--- src/rtl/subpel_line_interpolator.sv ---
// Streaming quarter/half/three-quarter sub-pixel line interpolator with edge replication.
// Latency: one cycle from the window shift to out_valid; one output per input pixel.
// Backpressure: in_ready drops while an unread output is held; the flush stalls until the output slot frees.
// Optional build macro ROUND_CLIP_EN: outputs rounded (+32, >>>6) and clamped to PIXEL_W unsigned.
module subpel_line_interpolator #(
    parameter  int PIXEL_W = 8,
    localparam int ACC_W   = PIXEL_W + 8,
`ifdef ROUND_CLIP_EN
    localparam int OUT_W   = PIXEL_W
`else
    localparam int OUT_W   = ACC_W
`endif
) (
    input  logic               clock,
    input  logic               reset_L,
    input  logic               in_valid,
    output logic               in_ready,
    input  logic [PIXEL_W-1:0] in_pixel,
    input  logic               in_last,
    output logic               out_valid,
    input  logic               out_ready,
    output logic [OUT_W-1:0]   out_a,
    output logic [OUT_W-1:0]   out_b,
    output logic [OUT_W-1:0]   out_c,
    output logic               out_last
);

    typedef enum logic [1:0] {
        S_IDLE  = 2'd0,
        S_RUN   = 2'd1,
        S_FLUSH = 2'd2
    } state_t;

    // Filter coefficients, all carried as positive magnitudes; signs live in the sums.
    localparam logic signed [ACC_W-1:0] K4  = ACC_W'(4);
    localparam logic signed [ACC_W-1:0] K5  = ACC_W'(5);
    localparam logic signed [ACC_W-1:0] K10 = ACC_W'(10);
    localparam logic signed [ACC_W-1:0] K11 = ACC_W'(11);
    localparam logic signed [ACC_W-1:0] K17 = ACC_W'(17);
    localparam logic signed [ACC_W-1:0] K40 = ACC_W'(40);
    localparam logic signed [ACC_W-1:0] K58 = ACC_W'(58);
`ifdef ROUND_CLIP_EN
    localparam logic signed [ACC_W-1:0] RND  = ACC_W'(32);
    localparam logic signed [ACC_W-1:0] MAXV = ACC_W'((1 << PIXEL_W) - 1);
`endif

    // Zero-extend an unsigned pixel into the signed accumulator domain.
    function automatic logic signed [ACC_W-1:0] ext(input logic [PIXEL_W-1:0] p);
        return $signed({8'd0, p});
    endfunction

    // Turn a raw filter sum into the output word for this build.
    function automatic logic [OUT_W-1:0] fin(input logic signed [ACC_W-1:0] s);
`ifdef ROUND_CLIP_EN
        logic signed [ACC_W-1:0] r;
        r = (s + RND) >>> 6;
        if (r[ACC_W-1])
            return '0;
        else if (r > MAXV)
            return '1;
        else
            return r[PIXEL_W-1:0];
`else
        return s;
`endif
    endfunction

    // Window taps w[0..6]; w[7] feeds no filter tap, so it is not stored.
    state_t                    state_q, state_d;
    logic [6:0][PIXEL_W-1:0]   w_q, w_d;
    logic [2:0]                sh_q, sh_d, sh_inc;
    logic [1:0]                pad_q, pad_d;
    logic                      slot_free, ready_c, load, last_d;
    logic signed [ACC_W-1:0]   sum_a, sum_b, sum_c;

    assign slot_free = !out_valid || out_ready;
    assign sh_inc    = (sh_q == 3'd4) ? 3'd4 : sh_q + 3'd1;
    assign in_ready  = reset_L && ready_c;

    // Next-state, window update and output-load decision.
    always_comb begin
        state_d = state_q;
        w_d     = w_q;
        sh_d    = sh_q;
        pad_d   = pad_q;
        ready_c = 1'b0;
        load    = 1'b0;
        last_d  = 1'b0;
        case (state_q)
            S_IDLE: begin
                ready_c = 1'b1;
                if (in_valid) begin
                    // First pixel replicates across the window: left-edge padding.
                    w_d     = {7{in_pixel}};
                    sh_d    = 3'd0;
                    pad_d   = 2'd0;
                    state_d = in_last ? S_FLUSH : S_RUN;
                end
            end
            S_RUN: begin
                ready_c = slot_free;
                if (in_valid && slot_free) begin
                    w_d  = {w_q[5:0], in_pixel};
                    sh_d = sh_inc;
                    load = (sh_inc == 3'd4);
                    if (in_last)
                        state_d = S_FLUSH;
                end
            end
            S_FLUSH: begin
                if (slot_free) begin
                    // Right-edge padding: re-insert the newest pixel four times.
                    w_d   = {w_q[5:0], w_q[0]};
                    sh_d  = sh_inc;
                    pad_d = pad_q + 2'd1;
                    load  = (sh_inc == 3'd4);
                    if (pad_q == 2'd3) begin
                        last_d  = 1'b1;
                        state_d = S_IDLE;
                    end
                end
            end
            default: state_d = S_IDLE;
        endcase
    end

    // Three phase filters evaluated on the post-shift window.
    always_comb begin
        sum_a = K4 * ext(w_d[6]) - K10 * ext(w_d[5]) + K58 * ext(w_d[4])
              + K17 * ext(w_d[3]) - K5 * ext(w_d[2]);
        sum_b = K4 * ext(w_d[6]) - K11 * ext(w_d[5]) + K40 * ext(w_d[4])
              + K40 * ext(w_d[3]) - K11 * ext(w_d[2]) + K4 * ext(w_d[1]);
        sum_c = K17 * ext(w_d[5]) - K5 * ext(w_d[6]) + K58 * ext(w_d[4])
              - K10 * ext(w_d[3]) + K4 * ext(w_d[2]);
    end

    // Control state and window registers.
    always_ff @(posedge clock) begin
        if (!reset_L) begin
            state_q <= S_IDLE;
            w_q     <= '0;
            sh_q    <= 3'd0;
            pad_q   <= 2'd0;
        end else begin
            state_q <= state_d;
            w_q     <= w_d;
            sh_q    <= sh_d;
            pad_q   <= pad_d;
        end
    end

    // Output register: load on a producing shift, drop valid on drain, else hold.
    always_ff @(posedge clock) begin
        if (!reset_L) begin
            out_valid <= 1'b0;
            out_last  <= 1'b0;
            out_a     <= '0;
            out_b     <= '0;
            out_c     <= '0;
        end else if (load) begin
            out_valid <= 1'b1;
            out_last  <= last_d;
            out_a     <= fin(sum_a);
            out_b     <= fin(sum_b);
            out_c     <= fin(sum_c);
        end else if (out_ready) begin
            out_valid <= 1'b0;
        end
    end

endmodule
--- config.mk ---
export PLATFORM = sky130hd
export DESIGN_NAME = subpel_line_interpolator
export DESIGN_NICKNAME = d
export VERILOG_FILES = /design/src/rtl/subpel_line_interpolator.sv
export SDC_FILE = /design/constraint.sdc
export NUM_CORES = 1
export LEC_CHECK = 0
export ABC_AREA = 1
export CORE_UTILIZATION = 45
export DETAILED_ROUTE_END_ITERATION = 6
export HOLD_SLACK_MARGIN = 0.05
export SYNTH_ARGS = -nofsm -noshare
export SYNTH_HDL_FRONTEND = slang
export SYNTH_SLANG_ARGS = --single-unit
export TNS_END_PERCENT = 5
--- constraint.sdc ---
create_clock -name clock -period 10.4 [get_ports clock]
set_clock_uncertainty 0.1 [all_clocks]
set_input_delay 1.56 -clock clock [delete_from_list [all_inputs] [get_ports clock]]
set_output_delay 1.56 -clock clock [all_outputs]
set_load 0.05 [all_outputs]
# Word level (Yosys, flattened, before mapping)
# Index checks and enable logic that the tools add are counted.
dict set report word_totals {
  register_bits 113
  output_inout_bits 51
  word_cells 93
}
dict set report classes {
  n_reduce_logical 13
  add_sub_neg 15
  eq_ne 10
  bitwise 1
  n_mul 11
  mux 28
}
# op n
set op_table {}
lappend op_table {{two-way mux 56 bit} 3}
lappend op_table {{one-hot mux 56 bit (3 select lines)} 1}
lappend op_table {{multiplier 3 x 8 -> 11 bit, first input constant} 6}
lappend op_table {{multiplier 5 x 8 -> 13 bit, first input constant} 3}
lappend op_table {{adder 13 x 15 -> 16 bit} 2}
lappend op_table {{adder 16 x 11 -> 16 bit} 2}
lappend op_table {{subtractor 16 x 13 -> 16 bit} 2}
lappend op_table {{subtractor 10 x 12 -> 13 bit} 2}
lappend op_table {{multiplier 4 x 8 -> 12 bit, first input constant} 2}
lappend op_table {{adder 14 x 15 -> 16 bit} 1}
lappend op_table {{adder 16 x 14 -> 16 bit} 1}
lappend op_table {{adder 16 x 15 -> 16 bit} 1}
lappend op_table {{two-way mux 2 bit} 8}
lappend op_table {{subtractor 16 x 12 -> 16 bit} 1}
lappend op_table {{subtractor 13 x 11 -> 14 bit} 1}
lappend op_table {{two-way mux 3 bit} 4}
lappend op_table {{!= test 2 bit, second input constant} 5}
lappend op_table {{one-hot mux 3 bit (3 select lines)} 1}
lappend op_table {{AND reduction 4 bit} 2}
lappend op_table {{two-way mux 1 bit} 7}
lappend op_table {{== test 3 bit, second input constant} 2}
lappend op_table {{one-hot mux 2 bit (3 select lines)} 1}
lappend op_table {{nonzero test 2 bit} 3}
lappend op_table {{AND reduction 5 bit} 1}
lappend op_table {{other kinds (13)} 16}

# Depth between registers and ports, before layout
# Gate-level depths: netlist (run 1).
dict set report depth {
  depth_word 11
  depth_mapped 41
  ltp_nobuf 40
}

# Least setup slack after synthesis (run 1)
# Ideal clock, no wire load.
dict set report synth_timing {
  path_kind {input-to-reg}
  start {in out_ready}
  end {reg out_b[15]}
  arrival_ns 7.700
  path_slack_ns 2.544
  required_ns 10.244
  stages 36
  setup_ns 0.056
  path_buffers 1
  path_cell_list {inv_2 nand2_2 nand2_2 nand2_2 inv_2 buf_2 o221ai_1 o21ai_1 inv_1 ha_1 fa_1 fa_1 inv_1 ha_1 a21oi_1 nor2_1 a211oi_1 o21ai_0 xor2_1 fa_1 inv_1 fa_1 fa_1 inv_1 ha_1 a21oi_1 nor2_1 nor2_1 nand2_1 nand2_1 nand3_1 nor2_1 nor2_1 nand2_1 nand2_1 inv_1}
}
# element line
set synth_lines {}
lappend synth_lines {{start: declaration} 21} ;# input logic out_ready,
lappend synth_lines {{end signal: assignment} 164} ;# out_b <= fin(sum_b);
lappend synth_lines {{end: declaration} 23} ;# output logic [OUT_W-1:0] out_b,

==> results.md, run 1 <==
- Xor/xnor share of the synthesized area: 0.0461
- Top cell type by total area after synthesis: ha_1
- Critical Path AT: 9.66 ns
- CTS tree: done
- Routed met2 length: 18300 µm
- Synth Instances: 1953
- Post-synth EDFFs: 0
- Status: finished, final reports clean
- Number of I/O port buffers: 63
- Minimum clock period: 9.42 ns
- Post-route cell area: 16200 µm²
- CTS hold repair buffers: 0
- Max_slew headroom: 0.185
- Slew Viols, Final: 0
- Critical path capture point type: flop
- CP startpoint: in_valid
- Fmax: 0.106 GHz
- Yosys synthesis warning count: 0
- Setup TNS: 0 ns
- RSZ-0062 raised after global routing: false
- Mux share of post-synthesis cell area: 0
- WHS Path Cells: 2
- Synth Area in Simple Gates: 0.179
- Critical Path Most Common Cell: inv_1
- #FFs+latches synth: 113
- Post-Syn Area: 14600 µm²
- Synth unique cells: 48
- Placed standard-cell area: 15600 µm²
- Clk_lat worst skew: 0.44 ns
- Vias in the first global route: 12398
- Area fraction in compound gates after synthesis: 0.135
- Max-cap viol count: 0
- Clock sink count: 113
- Largest fanout on the critical path: 17
- Final Hold Viols: 0
- Placed Cells: 2394
- Final Setup Violations: 0
- Area contributors post-synth: ha_1 (19%), fa_1 (16%), dfxtp_1 (16%)
- First-pass GRT wire length: 67500 µm
- TritonRoute pass-1 iters: 5
- Mean post-synth cell area: 7.46 µm²
- GPL Wtd Cong: 0.909
- Net count, final: 2368
- CP max-delay cell: clkdlybuf4s50_1
- Die area: 33100 µm²
- Largest family of logic cells by synthesized area: adder cells
- GRT Residual Overflow: 0
- Number of antenna diodes: 0
- CTS root buf: clkbuf_16
- Worst min path class: flop to flop
- WL final: 41400 µm
- Setup CP Type: primary input to flop
- Worst hold start: out_b[5]$_SDFFE_PN0P_
- Non-filler instance count after layout: 2426
- Total number of H-tree levels: 4
- Max layer used: met4
- Post-DP HPWL: 34600 µm
- Crit path max-delay family: adder cells
- Number of cells on the critical path: 33
- Inserted Clock Buffers: 17
- R2r startpoint: state_q[0]$_SDFFE_PN0P_
- Synthesis-to-finish area growth: 11.0%
- Layout cells sized above 1: 0.0524
- Chip Height: 182 µm
- Worst-margin pin slew: 1.21 ns
- Top_reg_cell synth: dfxtp_1
- Die width: 182 µm
- Initial drt markers: 884
- Post-CTS sizing: 0
- Biggest cell delay along the critical path: 0.77 ns
- Clock buffer depth: 2
- GRT Resource Usage Total: 0.263
- Vias per cell: 5.23
- Reg2Reg Depth: 32
- Fillers: 3214
- Share of the synthesized area in the top cell type: 0.194
- Worst Path Buf+Inv: 8
- Wl on met1: 20600 µm
- Adder-Cell Fraction of Synth Area: 0.356
- Async set or reset register ratio after synthesis: 0
- Post-synthesis sequential area ratio: 0.155
- Required @ worst endpoint: 10.64 ns
- Site Rows: 65
- Most frequent cell after synthesis: inv_1
- Synth cell count leaders: inv_1 (413), nand2_1 (300), ha_1 (226), a21oi_1 (145), nor2_1 (135)
- Post-route ant nets: 0
- Startpoint Class: primary input
- Largest net degree at the start of global routing: 85
- Top Ports: 64
- Vias: 12682
- CTS clk-pin slew, worst paths: 0.06 ns
- Core Region: 31700 µm²
- Syn_nets: 2310
- Initial core utilization: 0.459
- Initial antenna violation count: 0
- Drt drc: 0
- Wirelength per Cell: 17.1 µm
- Final Cycle Share: 0.906
- Post-CTS Setup Bufs: 0
- Routed wl met3: 1970 µm
cell type report:
| cell class | instances | area [µm²] | area share |
|---|---|---|---|
| clock buffer | 17 | 425 | 0.0263 |
| clock inverter | 15 | 175 | 0.0108 |
| inverter | 432 | 1630 | 0.101 |
| multi-input combinational | 1369 | 10400 | 0.646 |
| sequential | 113 | 2260 | 0.140 |
| tap | 402 | 503 | 0.0311 |
| timing repair buffer | 78 | 738 | 0.0456 |
flip-flops by register name, summed over array words and instances, names as in the netlist:
register and flops:
out_a 16, out_b 16, out_c 16, out_last 1, out_valid 1, pad_q 2, sh_q 3, state_q 2
w_q 56
worst register-to-register path: cells and delay by family, from the launching register on:
family	cells	cell delay, ns
AO/OA/AOI/OAI	7	1.93
adder cells (fa/ha/maj)	9	3.90
buffers and inverters	8	1.33
flip-flops	1	0.33
AND/OR/NAND/NOR	8	0.76
final timing paths:
kind,endpoint,slack [ns]
max,out_b[14]$_SDFFE_PN0P_,0.98
min reg2reg,out_b[5]$_SDFFE_PN0P_,0.36
min,out_b[5]$_SDFFE_PN0P_,0.36
max reg2reg,out_b[14]$_SDFFE_PN0P_,1.93
layout by cell type (no fill, tap or decap), types with 12 or more instances in the layout:
cell type / netlist / layout
o21bai_1: 14 / 14
xnor2_1: 22 / 22
a21oi_1: 145 / 145
nand2_1: 300 / 300
o21ai_0: 97 / 96
xor2_1: 51 / 51
dfxtp_1: 113 / 113
nand2_2: 15 / 15
nor3_1: 23 / 23
o211ai_1: 15 / 15
clkbuf_16: 0 / 17
nand3_1: 97 / 97
fa_1: 118 / 118
buf_4: 8 / 15
o21ai_1: 12 / 13
clkdlybuf4s50_1: 0 / 62
o21a_1: 12 / 12
ha_1: 226 / 226
inv_1: 413 / 413
nor2_1: 135 / 135
nand4_1: 16 / 16
inv_2: 16 / 16
per-stage QoR:
| step | hold WS [ns] | setup WS [ns] | util |
|---|---|---|---|
| after floorplan | 0.329 | 2.54 | - |
| after global placement | 0.347 | 0.653 | 0.491 |
| after detailed placement | 0.356 | 0.614 | 0.491 |
| after CTS | 0.365 | 0.994 | 0.510 |
| after global routing | 0.386 | 0.396 | 0.510 |
| final | 0.363 | 0.979 | 0.510 |
logic make-up (layout without fill, tap and decap cells):
family | after synthesis | in the layout
and+or+nand+nor | 609 | 609
buffers and inverters | 471 | 542
adders and majority gates | 344 | 344
AOI/OAI and AO/OA | 341 | 341
DFF | 113 | 113
xor gates and xnor gates | 75 | 75
metal layers:
metal  vias to the layer above  global-route usage
li1                       6344                   -
met1                      6007               0.383
met5                         -                   0
met2                       305               0.420
met3                        26              0.0273
met4                         0              0.0518
Power of run 1 is not shown: default switching activity piles up to over one toggle a cycle in this logic, so the estimate is an artifact.
==> run 2, diff against run 1 <==
Settings changed: CTS_CLUSTER_DIAMETER set to 100.
Clock period 10.4 ns to 8.3 ns, I/O delays scaled along.
==> results.md, run 2 (synthesis gave the netlist of run 1 again) <==
- Status: finished, final reports clean (unchanged)
- Final Hold Viols: 0 (unchanged)
- Biggest cell delay along the critical path: 0.56 ns (was 0.77 ns)
- Vias per cell: 5.22 (was 5.23)
- Fillers: 3101 (was 3214)
- Layout cells sized above 1: 0.0910 (was 0.0524)
- Wirelength per Cell: 17.2 µm (was 17.1 µm)
- Die width: 182 µm (unchanged)
- Largest fanout on the critical path: 9 (was 17)
- TritonRoute pass-1 iters: 6 (was 5)
- Largest net degree at the start of global routing: 85 (unchanged)
- Synthesis-to-finish area growth: 15.6% (was 11.0%)
- Minimum clock period: 7.84 ns
- Worst-margin pin slew: 1.19 ns (was 1.21 ns)
- CTS root buf: clkbuf_16 (unchanged)
- Total number of H-tree levels: 4 (unchanged)
- Site Rows: 65 (unchanged)
- Die area: 33100 µm² (unchanged)
- Non-filler instance count after layout: 2511 (was 2426)
- Max_slew headroom: 0.197 (was 0.185)
- RSZ-0062 raised after global routing: false (unchanged)
- Top Ports: 64 (unchanged)
- Placed Cells: 2479 (was 2394)
- Inserted Clock Buffers: 17 (unchanged)
- Initial antenna violation count: 0 (unchanged)
- GPL Wtd Cong: 1.00 (was 0.909)
- First-pass GRT wire length: 70700 µm (was 67500 µm)
- Clock buffer depth: 2 (unchanged)
- Max reg flops: 56 (unchanged)
- Initial drt markers: 895 (was 884)
- Most flops, register: w_q (unchanged)
- Clock sink count: 113 (unchanged)
- Startpoint Class: primary input (unchanged)
- CTS tree: done (unchanged)
- Vias in the first global route: 13028 (was 12398)
- Number of I/O port buffers: 63 (unchanged)
- Util after Layout: 0.531 (was 0.510)
- Chip Height: 182 µm (unchanged)
- Initial core utilization: 0.459 (unchanged)
- Setup TNS: 0 ns (unchanged)
- Critical Path AT: 8.07 ns (was 9.66 ns)
- Slew Viols, Final: 0 (unchanged)
- Required @ worst endpoint: 8.53 ns (was 10.64 ns)
- GRT Residual Overflow: 0 (unchanged)
- Worst min path class: flop to flop (unchanged)
- WL final: 43300 µm (was 41400 µm)
- GRT Resource Usage Total: 0.276 (was 0.263)
- Post-DP HPWL: 36100 µm (was 34600 µm)
- Max-cap viol count: 0 (unchanged)
- Critical Path Most Common Cell: nand2_1 (was inv_1)
- Critical path capture point type: flop (unchanged)
- CP max-delay cell: fa_1 (was clkdlybuf4s50_1)
- Fmax: 0.128 GHz
- Most frequent cells in the layout: inv_1 (413), nand2_1 (300), ha_1 (226), a21oi_1 (145), nor2_1 (135) (unchanged)
- CTS hold repair buffers: 0 (unchanged)
- Final Cycle Share: 0.944
- Net count, final: 2453 (was 2368)
- Setup CP Type: primary input to flop (unchanged)
- Clk_lat worst skew: 0.44 ns (about the same)
- Final Setup Violations: 0 (unchanged)
- Vias: 13095 (was 12682)
- Drt drc: 0 (unchanged)
- Post-route ant nets: 0 (unchanged)
- Core Region: 31700 µm² (unchanged)
- Most common cell after layout, fill and taps aside: inv_1 (unchanged)
- CTS clk-pin slew, worst paths: 0.06 ns (about the same)
- Number of antenna diodes: 0 (unchanged)
==> run 2: final cells by class <==
cell class	instances	area, µm²	area share
multi-input combinational	1369	10400	0.620
sequential	113	2260	0.134
inverter	432	1630	0.0967
timing repair buffer	163	1390	0.0825
tap	402	503	0.0299
clock buffer	18	439	0.0261
clock inverter	14	170	0.0101
==> run 2: repair_timing <==
item / in CTS / in global routing
buffers inserted: 0 / 0
resized for setup: 0 / 2
setup endpoints to repair: 0 / 2
==> run 2: final timing paths <==
check / start / to / slack (ns) / depth (start not counted)
worst max register to register: state_q[1]$_SDFFE_PN0P_ / out_b[14]$_SDFFE_PN0P_ / 0.95 / 34
worst min-delay path: out_a[1]$_SDFFE_PN0P_ / out_a[1]$_SDFFE_PN0P_ / 0.36 / 2
worst min register to register: out_a[1]$_SDFFE_PN0P_ / out_a[1]$_SDFFE_PN0P_ / 0.36 / 2
worst max-delay path: out_ready / out_b[14]$_SDFFE_PN0P_ / 0.46 / 36
==> run 2: through the flow <==
step / instance area, µm² / hold WS, ns / worst slack [ns]
after floorplan: 14600 / 0.329 / 0.759
after global placement: 16200 / 0.347 / 0.0961
after detailed placement: 16200 / 0.354 / 0.0566
after CTS: 16800 / 0.364 / 0.496
after global routing: 16800 / 0.379 / 0.00159
final: 16800 / 0.362 / 0.462
==> run 2: critical path: cells and delay by family <==
kind / cells / cell delay [ns]
adder cells (fa/ha/maj): 8 / 3.63
AO/OA/AOI/OAI: 7 / 1.20
AND/OR/NAND/NOR: 13 / 1.03
buffers and inverters: 8 / 0.95
==> run 2: layer usage <==
metal	global-route usage	vias up	share of wire
met4	0.0780	0	0.023
li1	-	6525	-
met3	0.0247	41	0.040
met5	0	-	0
met1	0.383	6223	0.49
met2	0.457	306	0.45
Power of run 2 is left out for the same reason.
